**src/rtl/pipe_pkg.sv**
```systemverilog
// Shared types and widths for the two-entry skid pipeline register.
package pipe_pkg;

    typedef enum logic [1:0] {EMPTY, ONE, TWO} skid_state_t;

    localparam int PIPE_W = 32;

endpackage

```
**src/rtl/dreg_en_n.sv**
```systemverilog
// WIDTH-bit register with load enable and asynchronous active-low clear.
module dreg_en_n #(
    parameter int unsigned WIDTH = 32
) (
    input  logic             clk,
    input  logic             rst_n,
    input  logic             en,
    input  logic [WIDTH-1:0] d,
    output logic [WIDTH-1:0] q
);

    always_ff @(posedge clk or negedge rst_n) begin
        if (!rst_n) begin
            q <= '0;
        end else if (en) begin
            q <= d;
        end
    end

endmodule

```
**src/rtl/pipe_skid32.sv**
```systemverilog
// Two-entry elastic pipeline register; ready and valid decode from state only.
module pipe_skid32
    import pipe_pkg::*;
#(
    parameter int unsigned WIDTH = PIPE_W
) (
    input  logic             clk,
    input  logic             rst_n,
    input  logic             flush,
    input  logic             in_valid,
    output logic             in_ready,
    input  logic [WIDTH-1:0] in_data,
    output logic             out_valid,
    input  logic             out_ready,
    output logic [WIDTH-1:0] out_data
);

    skid_state_t      state_q;
    skid_state_t      state_d;
    logic             main_ld;
    logic             skid_ld;
    logic             main_from_skid;
    logic [WIDTH-1:0] main_d;
    logic [WIDTH-1:0] main_q;
    logic [WIDTH-1:0] skid_q;
    logic             in_fire;
    logic             out_fire;

    assign in_ready  = (state_q != TWO);
    assign out_valid = (state_q != EMPTY);
    assign in_fire   = in_valid & in_ready;
    assign out_fire  = out_valid & out_ready;
    assign out_data  = main_q;

    always_ff @(posedge clk or negedge rst_n) begin
        if (!rst_n) begin
            state_q <= EMPTY;
        end else begin
            state_q <= state_d;
        end
    end

    // Next state and register load selection; flush overrides everything.
    always_comb begin
        state_d        = state_q;
        main_ld        = 1'b0;
        skid_ld        = 1'b0;
        main_from_skid = 1'b0;
        case (state_q)
            EMPTY: begin
                if (in_fire) begin
                    main_ld = 1'b1;
                    state_d = ONE;
                end
            end
            ONE: begin
                if (in_fire && out_fire) begin
                    main_ld = 1'b1;
                end else if (in_fire) begin
                    skid_ld = 1'b1;
                    state_d = TWO;
                end else if (out_fire) begin
                    state_d = EMPTY;
                end
            end
            TWO: begin
                if (out_fire) begin
                    main_ld        = 1'b1;
                    main_from_skid = 1'b1;
                    state_d        = ONE;
                end
            end
            default: begin
                state_d = EMPTY;
            end
        endcase
        if (flush) begin
            state_d        = EMPTY;
            main_ld        = 1'b0;
            skid_ld        = 1'b0;
            main_from_skid = 1'b0;
        end
    end

    assign main_d = main_from_skid ? skid_q : in_data;

    dreg_en_n #(.WIDTH(WIDTH)) u_main (
        .clk   (clk),
        .rst_n (rst_n),
        .en    (main_ld),
        .d     (main_d),
        .q     (main_q)
    );

    dreg_en_n #(.WIDTH(WIDTH)) u_skid (
        .clk   (clk),
        .rst_n (rst_n),
        .en    (skid_ld),
        .d     (in_data),
        .q     (skid_q)
    );

endmodule

```
**config.mk**
```make
export PLATFORM = sky130hd
export DESIGN_NAME = pipe_skid32
export DESIGN_NICKNAME = d
export VERILOG_FILES = /design/src/rtl/pipe_pkg.sv /design/src/rtl/dreg_en_n.sv /design/src/rtl/pipe_skid32.sv
export SDC_FILE = /design/constraint.sdc
export NUM_CORES = 1
export LEC_CHECK = 0
export CAP_MARGIN = 20
export CORE_ASPECT_RATIO = 0.6
export CORE_MARGIN = 1
export CORE_UTILIZATION = 51
export DETAILED_ROUTE_END_ITERATION = 6
export PLACE_DENSITY_LB_ADDON = 0.05
export RECOVER_POWER = 50
export SYNTH_ARGS = -nofsm -noshare
export SYNTH_HDL_FRONTEND = slang
export SYNTH_SLANG_ARGS = --single-unit
```
**constraint.sdc**
```tcl
create_clock -name clk -period 3.05 [get_ports clk]
set_input_delay 0.7625 -clock clk [delete_from_list [all_inputs] [get_ports clk]]
set_output_delay 0.7625 -clock clk [all_outputs]
set_load 0.01 [all_outputs]
```
After elaboration in Yosys (flattened, before gate mapping)
Cells that the tools add are included.
Widths: inputs -> output; s select.
{ "classes": {"reduce_logical": 4, "bitwise_logic": 2, "eq_ne": 7, "mux": 18} }
{ "op_table": {"columns": ["op", "count"], "rows": [
  ["$mux 32", 1],
  ["$mux 2", 6],
  ["$mux 1", 9],
  ["$ne 3x3->1 const B", 3],
  ["$pmux 2 s3", 1],
  ["$ne 4x4->1 const B", 1],
  ["$reduce_and 4->1", 1],
  ["$pmux 1 s3", 1],
  ["$and 1x1->1", 2],
  ["$eq 2x1->1 const B", 1],
  ["$eq 2x2->1 const B", 1],
  ["$logic_not 2->1", 1],
  ["$ne 2x2->1 const B", 1],
  ["$reduce_bool 2->1", 1],
  ["$logic_and 1x1->1", 1]
]} }
{ "word_totals": {"ff_bits": 66, "word_cells": 34, "in_bits": 37} }

Logic depth before layout (Yosys ltp)
{ "logic_depth": {"depth_word": 7, "ltp_mapped": 5, "ltp_nobuf": 4} }

Modules after synthesis
A second synthesis with hierarchy kept.
{ "hier_totals": {"cells_unflattened": 186, "area_unflattened_um2": 3234.4} }
{ "modules_own_cells": {"columns": ["mod", "area_each_um2", "cells_per_inst", "n_inst", "seq_area_each_um2"], "rows": [
  ["dreg_en_n", 1345.0, 68, 2, 800.8],
  ["pipe_skid32", 544.3, 50, 1, 50.0]
]} }

Worst setup path before layout
OpenSTA, ideal clock, no wires.
{ "synth_path": {"kind": "input -> register", "startpoint": "input out_ready", "endpoint": "register u_main.q[0]", "required_ns": 2.925, "stages": 5, "arrival_time_ns": 1.901, "setup_ns": 0.125, "path_slack_ns": 1.024, "cell_sequence": "or2b_1 nor2_4 buf_6 mux2_4 mux2_4"} }
{ "synth_between": {"elab_chain_len": 5, "word_cells_on_any_way": 9, "cone_classes": "mux (7); bitwise (1); reduce/logical (1)"} }
{ "synth_rtl": {"columns": ["item", "line_no", "source"], "rows": [
  ["start, declared", "pipe_skid32.sv:14", "input logic out_ready,"],
  ["$and 1x1->1 (*)", "pipe_skid32.sv:32", "assign out_fire = out_valid & out_ready;"],
  ["$logic_and 1x1->1 or $mux 1 (tied branches)", "pipe_skid32.sv:57, pipe_skid32.sv:67", null],
  ["$mux 1, on equally long branches", "pipe_skid32.sv:57, pipe_skid32.sv:49", null],
  ["$pmux 1 s3 or $mux 1 (tied branches)", "pipe_skid32.sv:49, pipe_skid32.sv:77", null],
  ["$mux 1 or $mux 32 (tied branches)", "pipe_skid32.sv:77, pipe_skid32.sv:85", null],
  ["end signal, assigned", "dreg_en_n.sv:14", "q <= '0;"],
  ["end signal, assigned", "dreg_en_n.sv:16", "q <= d;"],
  ["end, declared", "dreg_en_n.sv:9", "output logic [WIDTH-1:0] q"]
]} }
Every way passes the cells marked *; elsewhere a longest branch is shown, timed or not.
A chain may end at the register's enable or synchronous reset.

Worst setup path in the final report
{ "layout_path": {"startpoint": "input in_valid", "endpoint": "register u_main.q[4]"} }
{ "layout_between": {"elab_chain_len": 5, "word_cells_on_any_way": 6, "cone_classes": "mux (4); bitwise (1); reduce/logical (1)"} }
{ "layout_rtl": {"columns": ["item", "line_no", "source"], "rows": [
  ["start, declared", "pipe_skid32.sv:10", "input logic in_valid,"],
  ["$and 1x1->1 (*)", "pipe_skid32.sv:31", "assign in_fire = in_valid & in_ready;"],
  ["$logic_and 1x1->1", "pipe_skid32.sv:57", "if (in_fire && out_fire) begin"],
  ["$mux 1", "pipe_skid32.sv:57", null],
  ["$pmux 1 s3 (*)", "pipe_skid32.sv:49", "case (state_q)"],
  ["$mux 1 (*)", "pipe_skid32.sv:77", "if (flush) begin"]
]} }
Marked as above.

==> flow_metrics.env <==
export IMPL_syn_num_nets=226
export IMPL_setup_violations_final=0
export IMPL_synth_adder_area_share=0
export IMPL_peakVddDrop_mv=0.367
export IMPL_yosysSeqAreaShare=0.521
export IMPL_cts_sinks=66
export IMPL_start_util=0.549
export IMPL_h_tree_depth=3
export IMPL_setup_tns_ps=0
export IMPL_worstPathRequired_ps=3270
export IMPL_relSlewSlack=-0.0655
export IMPL_p_comb_frac=0.257
export IMPL_grt_use_total=0.188
export IMPL_drive_gt1_frac=0.456
export IMPL_cp_arrival_ps=2790
export IMPL_max_stage_delay_ps=680
export IMPL_drv_cap=1
export IMPL_fin_nets=304
export IMPL_path_buf_inv=2
export IMPL_tightest_slew_ps=1600
export IMPL_p_sw_frac=0.262
export IMPL_final_max_slew_viol_count=67
export IMPL_num_io_pins=71
export IMPL_place_ws_ps=175
export IMPL_synth_cell_area_sq_um=3170
export IMPL_synthMuxAreaShare=0.412
export IMPL_rr_startpoint="state_q[1]"
export IMPL_setup_worst_path_end_class="flip-flop"
export IMPL_dp_final_hpwl_microns=3690
export IMPL_path_max_fanout=11
export IMPL_whs_path_depth=1
export IMPL_violations="capacitance limit, slew limit"
export IMPL_status="finished, violations left"
export IMPL_seqPwrFrac=0.481
export IMPL_drcViolationCount=0
export IMPL_ant_nets=0
export IMPL_cp_top_family="buffers and inverters"
export IMPL_cts_root_buf="clkbuf_8"
export IMPL_cts_tree="yes"
export IMPL_p_sw_w=0.000656
export IMPL_period_share=0.841
export IMPL_synth_top_area_frac=0.521
export IMPL_numPortBuffers=70
export IMPL_worst_slack_ps=484
export IMPL_syn_to_final_growth_pct=30.2
export IMPL_ys_types=19
export IMPL_reg2reg_slack_ps=950
export IMPL_die_x_microns=104
export IMPL_drtIter0Drc=62
export IMPL_synth_top_family_by_area="multiplexers"
export IMPL_worstSetupStartpointType="primary input"
export IMPL_fmax_ghz=0.390
export IMPL_yosys_area_top_type="dfrtp_1"
export IMPL_die_y_microns=63.1
export IMPL_path_cells="dlygate4sd3_1 > nand2b_1 > o31ai_4 > buf_4 > mux2_4"
export IMPL_p_per_area_nw_per_um2=606
export IMPL_diodes=0
export IMPL_grt_max_degree=67
export IMPL_yosysWarnings=0
export IMPL_cts_made_buffers=9
export IMPL_ys_seq_elements=66
export IMPL_hold_path_startpoint="u_skid.q[9]"
export IMPL_hold_end="u_skid.q[9]"
export IMPL_layout_min_cycle_time_ps=2570
export IMPL_antenna_found_initial=0
export IMPL_power_leakage_nw=1.84
export IMPL_fp_coreArea_sq_um=5780
export IMPL_vias=1747
export IMPL_num_rows=21
export IMPL_post_cts_resized=0
export IMPL_first_global_vias=1860
export IMPL_clk_pin_slew_ps=70
export IMPL_first_pass_iters=4
export IMPL_wirelength_microns=5510
export IMPL_syn_avg_cell_area_sq_um=16.8
export IMPL_yosys_area_share_simple=0.0272
export IMPL_hp_class="reg2reg"
export IMPL_vias_per_cell=4.96
export IMPL_gp_congestion=0.756
export IMPL_hold_viol=0
export IMPL_fp_dieArea_sq_um=6550
export IMPL_synth_area_leaders="dfrtp_1, mux2_4, mux2_2, buf_6, o31ai_4"
export IMPL_clkPwrFrac=0.262
export IMPL_slowest_stage="o31ai_4"
export IMPL_grt_overflow_total=0
export IMPL_rsz0062_at_grt="false"
export IMPL_cp_num_cells=5
export IMPL_synth_xor_area_share=0
export IMPL_holdBufCountCts=0
export IMPL_clk_latency_ps=330
export IMPL_synth_compound_area_frac=0.0146
export IMPL_r2r_end="u_main.q[4]"
export IMPL_postCtsSetupRepairBufs=0
export IMPL_fin_skew_ps=4.91
export IMPL_path_class="in2reg"
export IMPL_reg2reg_depth=4
export IMPL_grt_pass1_wl_microns=9230
export IMPL_routedWlPerCell_microns=15.7
export IMPL_cts_buffer_depth=2
export IMPL_netlist_instances=189
export IMPL_p_int_w=0.00185
[per-layer routing]
metal / vias up / GRT usage / part of all wire
met5: - / 0 / 0
met4: 0 / 0.0589 / 0.0067
met3: 5 / 0.0663 / 0.045
met2: 43 / 0.302 / 0.47
met1: 866 / 0.240 / 0.48
li1: 833 / - / -
[cell type report]
class / count / area, sq um
clock buffers: 10 / 138
fillers: 410 / 1650
flip-flops and latches: 66 / 1650
clock inverters: 6 / 41.3
repair buffers: 76 / 763
multi-input cells: 114 / 1440
well taps: 80 / 100
[kinds of logic (layout without fill, tap and decap cells)]
group | after synthesis | count (layout)
buf+inv | 9 | 92
flops | 66 | 66
simple gates | 13 | 13
mux | 96 | 96
compound gates | 5 | 5
[sequential cells by signal, summed over array words and instances (netlist names)]
signal / flops
u_main.q: 32
u_skid.q: 32
state_q: 2
[power by group through the flow]
stage	logic (W)	registers [W]	clock network, W
final	0.000643	0.00121	0.000656
after global routing	0.000689	0.00123	0.000724
after CTS	0.000662	0.00121	0.000682
after detailed placement	0.000662	0.00122	0
after global placement	0.000644	0.00121	0
after floorplan	0.000325	0.00123	0
[worst max-delay path by stage]
stage	startpoint	endpoint	slack, ps
after floorplan	out_ready	u_main.q[0]	1020
after global placement	in_valid	u_main.q[17]	230
after detailed placement	in_valid	u_main.q[13]	170
after CTS	in_valid	u_main.q[13]	540
after global routing	in_valid	u_main.q[14]	400
final	in_valid	u_main.q[4]	480
[layout by cell type, fill, tap and decap left out, types with 2 or more instances in the layout]
cell,instances
clkinvlp_4,3
buf_12,2
clkbuf_8,10
nand2b_1,2
nor2_1,2
a21oi_1,2
dlygate4sd3_1,7
clkdlybuf4s50_1,62
mux2_4,60
mux2_2,36
nand2_1,2
buf_4,3
dfrtp_1,66
clkinv_2,2
[stage by stage]
step	instances	power [W]	area [sq um]	hold WS, ps	utilization
global route	352	0.00264	4130	516	0.715
detailed placement	336	0.00188	3970	493	0.687
finish	352	0.00250	4130	506	0.715
floorplan	189	0.00156	3170	467	-
CTS	352	0.00255	4150	432	0.718
global placement	336	0.00186	3970	482	0.687
[Yosys cell counts]
library cell  count
a21oi_1           2
or2b_1            1
nor2_1            2
a21o_1            1
nor2b_1           1
nand2_1           2
buf_6             6
nand2b_4          1
a21boi_0          1
mux2_2           36
buf_2             3
nand3_1           1
o31ai_4           1
nand2b_1          2
or3b_2            1
dfrtp_1          66
mux2_4           60
or2_2             1
nor2_4            1
Power figures use the tool's default switching activity.
